<file path="config.mk">
export PLATFORM = sky130hd
export DESIGN_NAME = membus_arbiter
export DESIGN_NICKNAME = d
export VERILOG_FILES = /design/src/rtl/membus_arb_pkg.sv /design/src/rtl/membus_arb_rr.sv /design/src/rtl/membus_arbiter.sv
export SDC_FILE = /design/constraint.sdc
export NUM_CORES = 1
export LEC_CHECK = 0
export CAP_MARGIN = 15
export CORE_AREA = 2 2 202 204
export CTS_BUF_LIST = sky130_fd_sc_hd__clkbuf_8
export CTS_CLUSTER_SIZE = 14
export DETAILED_ROUTE_END_ITERATION = 6
export DIE_AREA = 0 0 204 206
export DONT_BUFFER_PORTS = 1
export PLACE_DENSITY_LB_ADDON = 0.05
export SETUP_SLACK_MARGIN = 0.1
export SYNTH_ARGS = -nofsm -noshare
export SYNTH_HDL_FRONTEND = slang
export SYNTH_SLANG_ARGS = --single-unit
export TNS_END_PERCENT = 20
</file>
<file path="constraint.sdc">
create_clock -name ACLK -period 5.6 [get_ports ACLK]
set_input_delay 1.12 -clock ACLK [delete_from_list [all_inputs] [get_ports ACLK]]
set_output_delay 1.12 -clock ACLK [all_outputs]
set_load 0.05 [all_outputs]
</file>
<file path="src/rtl/membus_arb_pkg.sv">
// Shared types and default widths for the membus 2:1 arbiter.
package membus_arb_pkg;

    localparam int unsigned DEF_ADDR_W = 32;
    localparam int unsigned DEF_DATA_W = 64;

    typedef enum logic {
        IDLE = 1'b0,
        WAIT = 1'b1
    } state_t;

    typedef logic owner_t;

endpackage

</file>
<file path="src/rtl/membus_arb_rr.sv">
// Two-way round-robin picker: a lone requester wins, a tie goes to the one
// that was not granted last.
module membus_arb_rr
    import membus_arb_pkg::*;
(
    input  logic [1:0] req,
    input  owner_t     last_owner,
    output owner_t     sel,
    output logic       any
);

    // Pick the winner; with no requests sel defaults to requester 0.
    always_comb begin
        any = |req;
        sel = 1'b0;
        if (req == 2'b11) begin
            sel = !last_owner;
        end else if (req[1]) begin
            sel = 1'b1;
        end
    end

endmodule

</file>
<file path="src/rtl/membus_arbiter.sv">
// 2:1 arbiter in front of the core membus port: round-robin grant of one
// transaction at a time, response routed back to its owner, sticky
// response-timeout flag.
module membus_arbiter
    import membus_arb_pkg::*;
#(
    parameter int unsigned ADDR_W  = DEF_ADDR_W,
    parameter int unsigned DATA_W  = DEF_DATA_W,
    parameter int unsigned TIMEOUT = 1024
)(
    input  logic                  ACLK,
    input  logic                  ARESETN,

    input  logic                  s0_valid,
    output logic                  s0_ready,
    input  logic [ADDR_W-1:0]     s0_addr,
    input  logic                  s0_wen,
    input  logic [DATA_W-1:0]     s0_wdata,
    input  logic [DATA_W/8-1:0]   s0_wmask,
    output logic                  s0_rvalid,
    output logic [DATA_W-1:0]     s0_rdata,

    input  logic                  s1_valid,
    output logic                  s1_ready,
    input  logic [ADDR_W-1:0]     s1_addr,
    input  logic                  s1_wen,
    input  logic [DATA_W-1:0]     s1_wdata,
    input  logic [DATA_W/8-1:0]   s1_wmask,
    output logic                  s1_rvalid,
    output logic [DATA_W-1:0]     s1_rdata,

    output logic                  m_valid,
    input  logic                  m_ready,
    output logic [ADDR_W-1:0]     m_addr,
    output logic                  m_wen,
    output logic [DATA_W-1:0]     m_wdata,
    output logic [DATA_W/8-1:0]   m_wmask,
    input  logic                  m_rvalid,
    input  logic [DATA_W-1:0]     m_rdata,

    output logic                  busy,
    output logic                  owner,
    output logic                  err_timeout
);

    localparam int unsigned MASK_W = DATA_W / 8;
    localparam int unsigned CNT_W  = (TIMEOUT < 2) ? 1 : $clog2(TIMEOUT + 1);
    localparam logic [CNT_W-1:0] CNT_MAX = CNT_W'(TIMEOUT);

    state_t             r_state;
    state_t             w_state_next;
    owner_t             r_owner;
    owner_t             r_last_owner;
    logic [CNT_W-1:0]   r_cnt;
    logic [CNT_W-1:0]   w_cnt_inc;
    logic               r_err;
    owner_t             w_sel;
    logic               w_any;
    logic               w_accept;
    logic [MASK_W-1:0]  w_wmask;

    membus_arb_rr u_rr (
        .req        ({s1_valid, s0_valid}),
        .last_owner (r_last_owner),
        .sel        (w_sel),
        .any        (w_any)
    );

    // Payload is a straight mux from the selected requester.
    assign m_addr   = w_sel ? s1_addr  : s0_addr;
    assign m_wen    = w_sel ? s1_wen   : s0_wen;
    assign m_wdata  = w_sel ? s1_wdata : s0_wdata;
    assign w_wmask  = w_sel ? s1_wmask : s0_wmask;
    assign m_wmask  = w_wmask;

    // Response data fans out to both; only the rvalid strobes are steered.
    assign s0_rdata = m_rdata;
    assign s1_rdata = m_rdata;

    assign owner       = r_owner;
    assign err_timeout = r_err;
    assign w_cnt_inc   = r_cnt + CNT_W'(1);

    // State register.
    always_ff @(posedge ACLK or negedge ARESETN) begin
        if (!ARESETN) begin
            r_state <= IDLE;
        end else begin
            r_state <= w_state_next;
        end
    end

    // Next state plus handshake/response steering; all strobes forced low in reset.
    always_comb begin
        w_state_next = r_state;
        m_valid      = 1'b0;
        s0_ready     = 1'b0;
        s1_ready     = 1'b0;
        s0_rvalid    = 1'b0;
        s1_rvalid    = 1'b0;
        busy         = 1'b0;
        w_accept     = 1'b0;

        case (r_state)
            IDLE: begin
                m_valid  = w_any;
                s0_ready = !w_sel && m_ready;
                s1_ready = w_sel && m_ready;
                w_accept = w_any && m_ready;
                if (w_accept) begin
                    w_state_next = WAIT;
                end
            end
            WAIT: begin
                busy      = 1'b1;
                s0_rvalid = m_rvalid && !r_owner;
                s1_rvalid = m_rvalid && r_owner;
                if (m_rvalid) begin
                    w_state_next = IDLE;
                end
            end
            default: begin
                w_state_next = IDLE;
            end
        endcase

        if (!ARESETN) begin
            m_valid   = 1'b0;
            s0_ready  = 1'b0;
            s1_ready  = 1'b0;
            s0_rvalid = 1'b0;
            s1_rvalid = 1'b0;
            busy      = 1'b0;
            w_accept  = 1'b0;
        end
    end

    // Grant bookkeeping and the saturating WAIT-cycle counter behind the timeout flag.
    always_ff @(posedge ACLK or negedge ARESETN) begin
        if (!ARESETN) begin
            r_owner      <= 1'b0;
            r_last_owner <= 1'b1;
            r_cnt        <= '0;
            r_err        <= 1'b0;
        end else begin
            if (w_accept) begin
                r_owner      <= w_sel;
                r_last_owner <= w_sel;
                r_cnt        <= '0;
            end else if ((r_state == WAIT) && (r_cnt != CNT_MAX)) begin
                r_cnt <= w_cnt_inc;
                if (w_cnt_inc == CNT_MAX) begin
                    r_err <= 1'b1;
                end
            end
        end
    end

endmodule
</file>
=== Word-level counts from Yosys, hierarchy flattened ===
Cells that the tools add are included.

* $add $sub $neg: 1
* Equal/unequal tests: 3
* Muxes and demuxes: 25
* Bitwise gates (word level): 2
* Reductions and logical operators: 12

{| class="wikitable"
|+ Operator list
! cell !! count
|-
| two-way mux 64 bit || 1
|-
| two-way mux 32 bit || 1
|-
| two-way mux 11 bit || 2
|-
| two-way mux 1 bit || 19
|-
| adder 11 x 1 -> 11 bit (second input constant) || 1
|-
| equality test 11 bit (second input constant) || 1
|-
| inequality test 11 bit (second input constant) || 1
|-
| two-way mux 8 bit || 1
|-
| logical AND 1 bit || 6
|-
| logical NOT 1 bit || 3
|-
| AND reduction 3 bit || 1
|-
| equality test 2 bit (second input constant) || 1
|-
| inverter 1 bit || 2
|-
| case mux 1 bit (2 select lines) || 1
|-
| nonzero test 2 bit || 1
|-
| OR reduction 2 bit || 1
|}

* Flip-flop bits (word level): 15
* Input port bits: 280
* Output and inout bits: 241

=== Depth between registers and ports, before layout ===
Gate-level depths: netlist of the first run.

* Depth after elaboration: 6
* Gate-level depth with buffers: 8

=== Cells and area by module ===
From an unflattened synthesis of the first run, not the netlist that was laid out.

* Cells, all modules: 355
* Area, all modules: 3240.6 um^2

{| class="wikitable"
|+ By module, submodules not included
! module !! times used !! cells an instance !! area an instance (um^2) !! seq. area each (um^2)
|-
| membus_arbiter || 1 || 353 || 3226.8 || 376.6
|-
| membus_arb_rr || 1 || 2 || 13.8 || 0.0
|}

=== Worst setup path after synthesis of the first run ===
Ideal clock, no wire load.

* Kind: input to output
* Start point: input port s1_valid
* End point: output port m_wdata[21]
* Data arrival time: 2.448 ns
* Slack: 2.032 ns
* Stages: 6
* Buffers on the path: 2
* Path through: inv_1 a21oi_1 clkbuf_1 buf_1 nand2_1 nand2_1

* Word-level cells in the longest chain between the ends: 3

{| class="wikitable"
|+ Ends and longest elaborated chain
! what !! RTL line !! RTL
|-
| start, declared || membus_arbiter.sv:23 || <nowiki>input logic s1_valid,</nowiki>
|-
| equality test 2 bit or two-way mux 1 bit (tied branches) || membus_arb_rr.sv:16, membus_arb_rr.sv:18 ||
|-
| two-way mux 1 bit * || membus_arb_rr.sv:16 || <nowiki>if (req == 2'b11) begin</nowiki>
|-
| two-way mux 64 bit * || membus_arbiter.sv:72 || <nowiki>assign m_wdata = w_sel ? s1_wdata : s0_wdata;</nowiki>
|-
| end, declared || membus_arbiter.sv:36 || <nowiki>output logic [DATA_W-1:0] m_wdata,</nowiki>
|}

Mark *: on every way between the ends. The rest lies on a longest branch, timed or not.

=== Worst setup path after layout of the first run ===
* Start point: input port s1_valid
* End point: output port m_wen

* Word-level cells in the longest chain between the ends: 3

{| class="wikitable"
|+ Ends and longest elaborated chain
! what !! RTL line !! RTL
|-
| equality test 2 bit or two-way mux 1 bit (tied branches) || membus_arb_rr.sv:16, membus_arb_rr.sv:18 ||
|-
| two-way mux 1 bit * || membus_arb_rr.sv:16 ||
|-
| two-way mux 1 bit * || membus_arbiter.sv:71 || <nowiki>assign m_wen = w_sel ? s1_wen : s0_wen;</nowiki>
|-
| end, declared || membus_arbiter.sv:35 || <nowiki>output logic m_wen,</nowiki>
|}

Marked as above.

==> results of run 1 <==
## registers in the layout, indices dropped and copies added (netlist names)
name	flops
r_cnt	11
err_timeout	1
owner	1
r_last_owner	1
r_state	1
## metrics by stage
step	area [sq um]	power [uW]	setup WS (ns)
detailed placement	2820	899	1.58
global route	2870	1050	1.58
global placement	2820	903	1.60
floorplan	3180	1050	2.03
finish	2870	982	1.75
CTS	2870	999	1.58
## critical path: stages
cell,delay [ns]
inv_1,0.05
a21oi_4,0.35
buf_12,0.39
nand2_1,0.32
nand2_1,0.45
## cell usage in the layout (no fill, tap or decap), types with 2 or more instances in the layout
cell      Yosys  routed
xnor2_1       2       2
a21oi_1       5       4
o41ai_1       2       2
clkbuf_8      0       3
and2_1        2       2
and3_1        3       3
nor2b_1       2       2
dfrtp_1      14      14
o21ai_1      11      11
ha_1          3       3
o31ai_1       2       2
nand3_1       6       6
nand4_1       2       2
inv_1         4       5
nor2_1       11      11
nor3_1        3       3
nand2_1     326     325
o21ai_0       6       6
## cell families (layout without fill, tap and decap cells)
kind of cell               after synthesis  after routing  synth area share, %
adders and majority gates                3              3                 1.18
DFF                                     15             15                 11.8
buffers and inverters                  159             10                 34.3
and+or+nand+nor                        361            361                 44.4
muxes                                    1              1                0.314
xor gates and xnor gates                 2              2                0.550
other                                    0              1                    0
AOI/OAI and AO/OA                       35             35                 7.39
## path summary, 6_finish.rpt
kind / from / endpoint / slack (ns) / cells past startpoint
setup / recovery: s1_valid / m_wen / 1.75 / 5
hold / removal: r_cnt[10]$_DFFE_PN0P_ / r_cnt[10]$_DFFE_PN0P_ / 0.53 / 1
setup reg to reg: r_cnt[5]$_DFFE_PN0P_ / r_cnt[8]$_DFFE_PN0P_ / 3.34 / 5
hold reg to reg: r_cnt[10]$_DFFE_PN0P_ / r_cnt[10]$_DFFE_PN0P_ / 0.53 / 1
max in group asynchronous: ARESETN / r_last_owner$_DFFE_PN1P_ / 4.88 / 0
min in group asynchronous: ARESETN / r_cnt[8]$_DFFE_PN0P_ / 0.55 / 0
## metal layers
metal | vias up | GRT usage [%]
met5 | - | 0
met3 | 47 | 1.50
met2 | 248 | 10.6
li1 | 1349 | -
met1 | 1315 | 6.70
met4 | 0 | 3.47
## power groups by stage
stage,logic [uW],registers [uW],clock network (uW)
CTS,706,192,102
finish,695,191,96.6
floorplan,870,178,0
detailed placement,704,194,0
global route,742,197,109
global placement,708,195,0
## cell type report
class	instances	area [sq um]
clock buffers	3	41.3
diodes	1	2.50
flip-flops and latches	15	377
repair buffers	2	27.5
fillers	4797	37300
clock inverters	1	3.75
inverters	4	15.0
well taps	532	666
multi-input cells	402	1740
==> qor_table.md, run 1 <==
| Metric | Reported | Unit |
| --- | --- | --- |
| Net switching power | 698 | uW |
| Total Nets Final | 711 | - |
| Fin Setup TNS | 0 | ns |
| CTS Root Buffer Type | clkbuf_8 | - |
| Per-cell via count in the routed design | 3.08 | - |
| Synthesis Warnings | 0 | - |
| I/O Buffers | 0 | - |
| Crit Path Class | in2out | - |
| Worst-skew pair later-pin latency | 0.26 | ns |
| Part of the power in combinational logic | 70.7 | % |
| Final hold violation count | 0 | - |
| Clock tree from TritonCTS | built | - |
| Routed len/inst | 15.4 | microns |
| Internal power | 284 | uW |
| Worst slew slack as a fraction of its limit | 24.9 | % |
| Yosys reg bits | 15 | - |
| Combined area of all synthesized cells | 3180 | sq um |
| Highest routing layer actually used | met4 | - |
| Crit path DAT | 2.73 | ns |
| Global-route wire length before repair | 18.3 | mm |
| Resize count post-CTS | 0 | - |
| Switching share of total power | 71.1 | % |
| Maximum ir drop on the vdd rail | 0.0612 | mV |
| Height of the die | 206 | microns |
| Util after Layout | 7.14 | % |
| Post-route antenna net violation count | 0 | - |
| Sequential power share | 19.4 | % |
| Result of the run | finished, final reports clean | - |
| Final setup violating endpoints | 0 | - |
| Power density over the cells | 342 | nW/um^2 |
| Lkg Pwr | 0.00137 | uW |
| Share of async-settable or async-resettable flops after synthesis | 100 | % |
| Maximum number of pins on one net before global-route repair | 108 | - |
| Met2 routed wirelength | 7.46 | mm |
| GRT Resource Usage Total | 6.06 | % |
| Detailed-route wire length on metal 1 | 5.41 | mm |
| Number of maximum-capacitance constraint violations | 0 | - |
| Number of cells after detailed placement | 955 | - |
| Number of clock sinks seen by CTS | 15 | - |
| TritonCTS Buffers | 3 | - |
| Number of enable flip-flop cells after synthesis | 0 | - |
| RePlAce Congestion | 0.664 | - |
| Worst slew pin tran | 1.13 | ns |
| Post-synthesis net count | 859 | - |
| Mean instance size in the synthesized netlist | 5.53 | sq um |
| Clock slew seen by the registers of the worst setup and hold paths | 0.08 | ns |
| Site Rows | 74 | - |
| Wire length on met3 | 1.16 | mm |
| Library cell with the highest instance count after synthesis | nand2_1 | - |
| Area overhead of the layout relative to synthesis | -9.83 | % |
| Area share of the leading cell type in the synthesized netlist | 38.4 | % |
| Pins Over Slew Limit | 0 | - |
| Initial core utilization | 7.92 | % |
| Antenna violations before repair | 1 | - |
| CTS Hold Buffers Added | 0 | - |
| Synth Instances | 576 | - |
| Clock H-tree levels | 1 | - |
| DRC | 0 | - |
| Final wirelength | 14.8 | mm |
| Clock period minus final worst setup slack | 3.85 | ns |
| Dominant synthesized flop cell | dfrtp_1 | - |
| RSZ-0062 raised after global routing | false | - |
| Sequential share of the synthesized area | 11.8 | % |
| Library cells used by synthesis | 38 | - |
| Placed wire-length estimate | 12.2 | mm |
| Number of DRC violations after detailed-routing iteration 0 | 158 | - |
| Clock Skew | 0.00613 | ns |
| CP endpoint kind | output pin | - |
| Postcts setup bufs | 0 | - |
| Number of global-route vias before repair | 2,533 | - |
| Total gr overflow | 0 | - |
| Area of the die | 42,000 | sq um |
| First-pass detailed-route iteration total | 4 | - |
| Required time of the critical path | 4.48 | ns |
| Worst hold slack | 0.534 | ns |
| Post-route fraction of the period consumed by the critical path | 68.8 | % |
| Min-delay worst type | reg2reg | - |
| Top-level port count | 521 | - |
| Non-Filler Instances | 960 | - |
| Relative contribution of the clock network to total power | 9.8 | % |
| Buffers from clock root to sink, at most | 2 | - |
| Top post-synthesis cells by count | nand2_1, buf_4, clkbuf_1 | - |
| Dominant cell type by area after synthesis | nand2_1 | - |
| Main area contributors after synthesis | nand2_1, buf_4, dfrtp_1 | - |
| Highest clock frequency the design can meet | 260 | MHz |
| Startpoint kind of the worst setup timing path | input port | - |
| Vias post-DR | 2,959 | - |
| Maximum fanout count along the critical path | 96 | - |
| Proportion of layout cells with a drive suffix above 1 | 2.81 | % |
| Area of the core | 40,200 | sq um |
| Die boundary width | 204 | microns |
No activity file was read; power rests on OpenSTA's default activity.
==> run 2, diff against run 1 <==
ABC_AREA = 1   (was not set)
clock period = 3.7 ns   (was 5.6 ns; I/O delays follow)
==> qor_table.md, run 2 <==
| Metric | Reported | Unit | vs previous |
| --- | --- | --- | --- |
| Result of the run | finished, final reports clean | - |  |
| Post-route fraction of the period consumed by the critical path | 86.3 | % |  |
| Area of the die | 42,000 | sq um | unchanged |
| Maximum number of pins on one net before global-route repair | 63 | - | -42% |
| Maximum ir drop on the vdd rail | 0.101 | mV | +66% |
| RePlAce Congestion | 0.729 | - | +9.9% |
| Worst slew slack as a fraction of its limit | 22.3 | % | -2.5 points |
| I/O Buffers | 0 | - | unchanged |
| Sequential share of the synthesized area | 11.7 | % | -0.097 points |
| Yosys reg bits | 15 | - | unchanged |
| Lkg Pwr | 0.00201 | uW | +47% |
| Number of clock sinks seen by CTS | 15 | - | unchanged |
| FF-to-FF Start | r_last_owner$_DFFE_PN1P_ | - |  |
| First-pass detailed-route iteration total | 5 | - | +1 |
| Clock tree from TritonCTS | built | - |  |
| Maximum fanout count along the critical path | 59 | - | -39% |
| Part of the power in combinational logic | 75.4 | % | +4.7 points |
| CTS Root Buffer Type | clkbuf_8 | - |  |
| Worst-skew pair later-pin latency | 0.25 | ns | about the same |
| Worst slew pin tran | 1.16 | ns | +0.0340 ns |
| Flip-flop count of the largest register after layout | 11 | - | unchanged |
| Commonest cells after routing, fill and taps aside | nand2_1, buf_12, buf_4 | - |  |
| GRT Resource Usage Total | 6.92 | % | +0.86 points |
| Routed len/inst | 15.9 | microns | +3.5% |
| Area share of the leading cell type in the synthesized netlist | 41.5 | % | +3.1 points |
| Global-route wire length before repair | 21.0 | mm | +15% |
| Clock Skew | 0.0108 | ns | +0.00462 ns |
| Initial core utilization | 7.99 | % | +0.065 points |
| CTS Hold Buffers Added | 0 | - | unchanged |
| Buffers from clock root to sink, at most | 2 | - | unchanged |
| Reg2reg end | owner$_DFFE_PN0P_ | - |  |
| Number of cells on the worst reg-to-reg path | 6 | - | +1 |
| Dominant synthesized flop cell | dfrtp_1 | - |  |
| Total gr overflow | 0 | - | unchanged |
| Placed wire-length estimate | 14.5 | mm | +19% |
| Count of inserted antenna diode cells | 0 | - | -1 |
| Final setup violating endpoints | 0 | - | unchanged |
| Power density over the cells | 467 | nW/um^2 | +36% |
| CP endpoint kind | output pin | - |  |
| Design Power | 1900 | uW | +93% |
| Internal power | 748 | uW | +160% |
| Worst hold slack | 0.170 | ns | -0.364 ns |
| Die boundary width | 204 | microns | unchanged |
| Post-route antenna net violation count | 0 | - | unchanged |
| Crit Path Class | reg2out | - |  |
| Crit path DAT | 2.45 | ns | -0.28 ns |
| Combined area of all synthesized cells | 3210 | sq um | +0.83% |
| Net switching power | 1150 | uW | +65% |
| TritonCTS Buffers | 3 | - | unchanged |
| Pins Over Slew Limit | 0 | - | unchanged |
| Worst setup slack for register-to-register paths | 1.49 | ns | -1.85 ns |
| Mean instance size in the synthesized netlist | 5.40 | sq um | -2.2% |
| Post-synthesis net count | 877 | - | +2.1% |
| Required time of the critical path | 2.96 | ns | -1.52 ns |
| Relative contribution of the clock network to total power | 7.3 | % | -2.5 points |
| Library cell with the highest instance count after synthesis | nand2_1 | - |  |
| Min-delay worst type | in2async | - |  |
| Number of maximum-capacitance constraint violations | 0 | - | unchanged |
| Clock period minus final worst setup slack | 3.19 | ns |  |
| Proportion of layout cells with a drive suffix above 1 | 18.5 | % | +16 points |
| Synth Instances | 594 | - | +3.1% |
| Height of the die | 206 | microns | unchanged |
| Area of the core | 40,200 | sq um | unchanged |
| Per-cell via count in the routed design | 3.04 | - | -1.3% |
| Fin Setup TNS | 0 | ns | unchanged |
| Top post-synthesis cells by count | nand2_1, buf_4, nor2_1 | - |  |
| Util after Layout | 10.1 | % | +3.0 points |
| RSZ-0062 raised after global routing | false | - |  |
| Share of async-settable or async-resettable flops after synthesis | 100 | % | unchanged |
| Antenna violations before repair | 1 | - | unchanged |
| Dominant cell type by area after synthesis | nand2_1 | - |  |
| Number of enable flip-flop cells after synthesis | 0 | - | unchanged |
| Register containing the most flip-flops in the final layout | r_cnt | - |  |
| Sequential power share | 17.2 | % | -2.2 points |
| Final wirelength | 16.8 | mm | +14% |
| Area overhead of the layout relative to synthesis | 26.8 | % |  |
| Number of DRC violations after detailed-routing iteration 0 | 206 | - | +30% |
| Number of global-route vias before repair | 3,033 | - | +20% |
| Resize count post-CTS | 0 | - | unchanged |
| Vias post-DR | 3,212 | - | +8.6% |
| Startpoint kind of the worst setup timing path | flop | - |  |
| Final hold violation count | 0 | - | unchanged |
| Leading cell type in the layout, fill and taps excluded | nand2_1 | - |  |
| Site Rows | 74 | - | unchanged |
| Total Nets Final | 808 | - | +14% |
| Library cells used by synthesis | 22 | - | -42% |
| Synthesis Warnings | 0 | - | unchanged |
| Postcts setup bufs | 0 | - | unchanged |
| Top-level port count | 521 | - | unchanged |
| Main area contributors after synthesis | nand2_1, buf_4, dfrtp_1 | - |  |
| DRC | 0 | - | unchanged |
| Switching share of total power | 60.6 | % | -10 points |
| Clock H-tree levels | 1 | - | unchanged |
| Clock slew seen by the registers of the worst setup and hold paths | 0.07 | ns | about the same |
| Highest clock frequency the design can meet | 313 | MHz |  |
## run 2: cell types whose count changed after synthesis, sizes merged, moves of 8 or more
cell    previous run  this run
o21ai             17         9
buf              134       142
inv                4        16
nand2            326       355
clkbuf            21         8
nor2              11        25
## run 2: worst max-delay path: stages (launching register included)
cell	delay, ns
dfstp_2	0.56
nand2_1	0.09
nand2_4	0.07
buf_4	0.47
buf_4	0.55
nand2_1	0.11
nand2_1	0.15
buf_12	0.15
## run 2: stage by stage
step	cells	instance area [sq um]	setup slack (ns)
detailed placement	1052	4020	0.540
global route	1056	4070	0.247
CTS	1056	4070	0.407
global placement	1052	4020	0.547
floorplan	594	3210	1.07
finish	1056	4070	0.508
## run 2: layout make-up
| type | instances | area (sq um) |
|---|---|---|
| clock inverters | 1 | 3.75 |
| well taps | 532 | 666 |
| flip-flops and latches | 15 | 377 |
| repair buffers | 76 | 1200 |
| inverters | 17 | 65.1 |
| fillers | 4705 | 36100 |
| multi-input cells | 412 | 1720 |
| clock buffers | 3 | 41.3 |
## run 2: how the worst max path moves through the flow
stage                             start          end  slack [ns]  cells past startpoint
3_5_place_dp                   s0_valid  m_wdata[17]        0.54                      7
4_1_cts        r_last_owner$_DFFE_PN1P_  m_wdata[17]        0.41                      7
2_1_floorplan                   ARESETN    s0_rvalid        1.07                      4
6_report       r_last_owner$_DFFE_PN1P_    m_addr[2]        0.51                      7
5_1_grt        r_last_owner$_DFFE_PN1P_   m_addr[17]        0.25                      7
3_3_place_gp                   s0_valid  m_wdata[17]        0.55                      7
## run 2: kinds of logic after synthesis
| family | after synthesis | synth area share [%] |
|---|---|---|
| buffers and inverters | 167 | 34.9 |
| AO/OA/AOI/OAI | 14 | 2.61 |
| AND/OR/NAND/NOR | 391 | 48.5 |
| flip-flops | 15 | 11.7 |
| XOR/XNOR | 4 | 1.09 |
| adder cells (fa/ha/maj) | 3 | 1.17 |
## run 2: layer usage
layer | global-route usage (%) | up-vias | routed length (microns)
met2 | 12.3 | 272 | 8640
li1 | - | 1512 | -
met1 | 7.86 | 1380 | 5940
met5 | 0 | - | 12
met4 | 2.30 | 2 | 415
met3 | 2.13 | 46 | 1790
## run 2: power groups by stage
stage          combinational [uW]  sequential, uW  clock (uW)
2_1_floorplan                1320             304           0
4_1_cts                      1460             332         153
3_3_place_gp                 1470             338           0
6_report                     1430             327         139
5_1_grt                      1530             343         162
3_5_place_dp                 1450             334           0
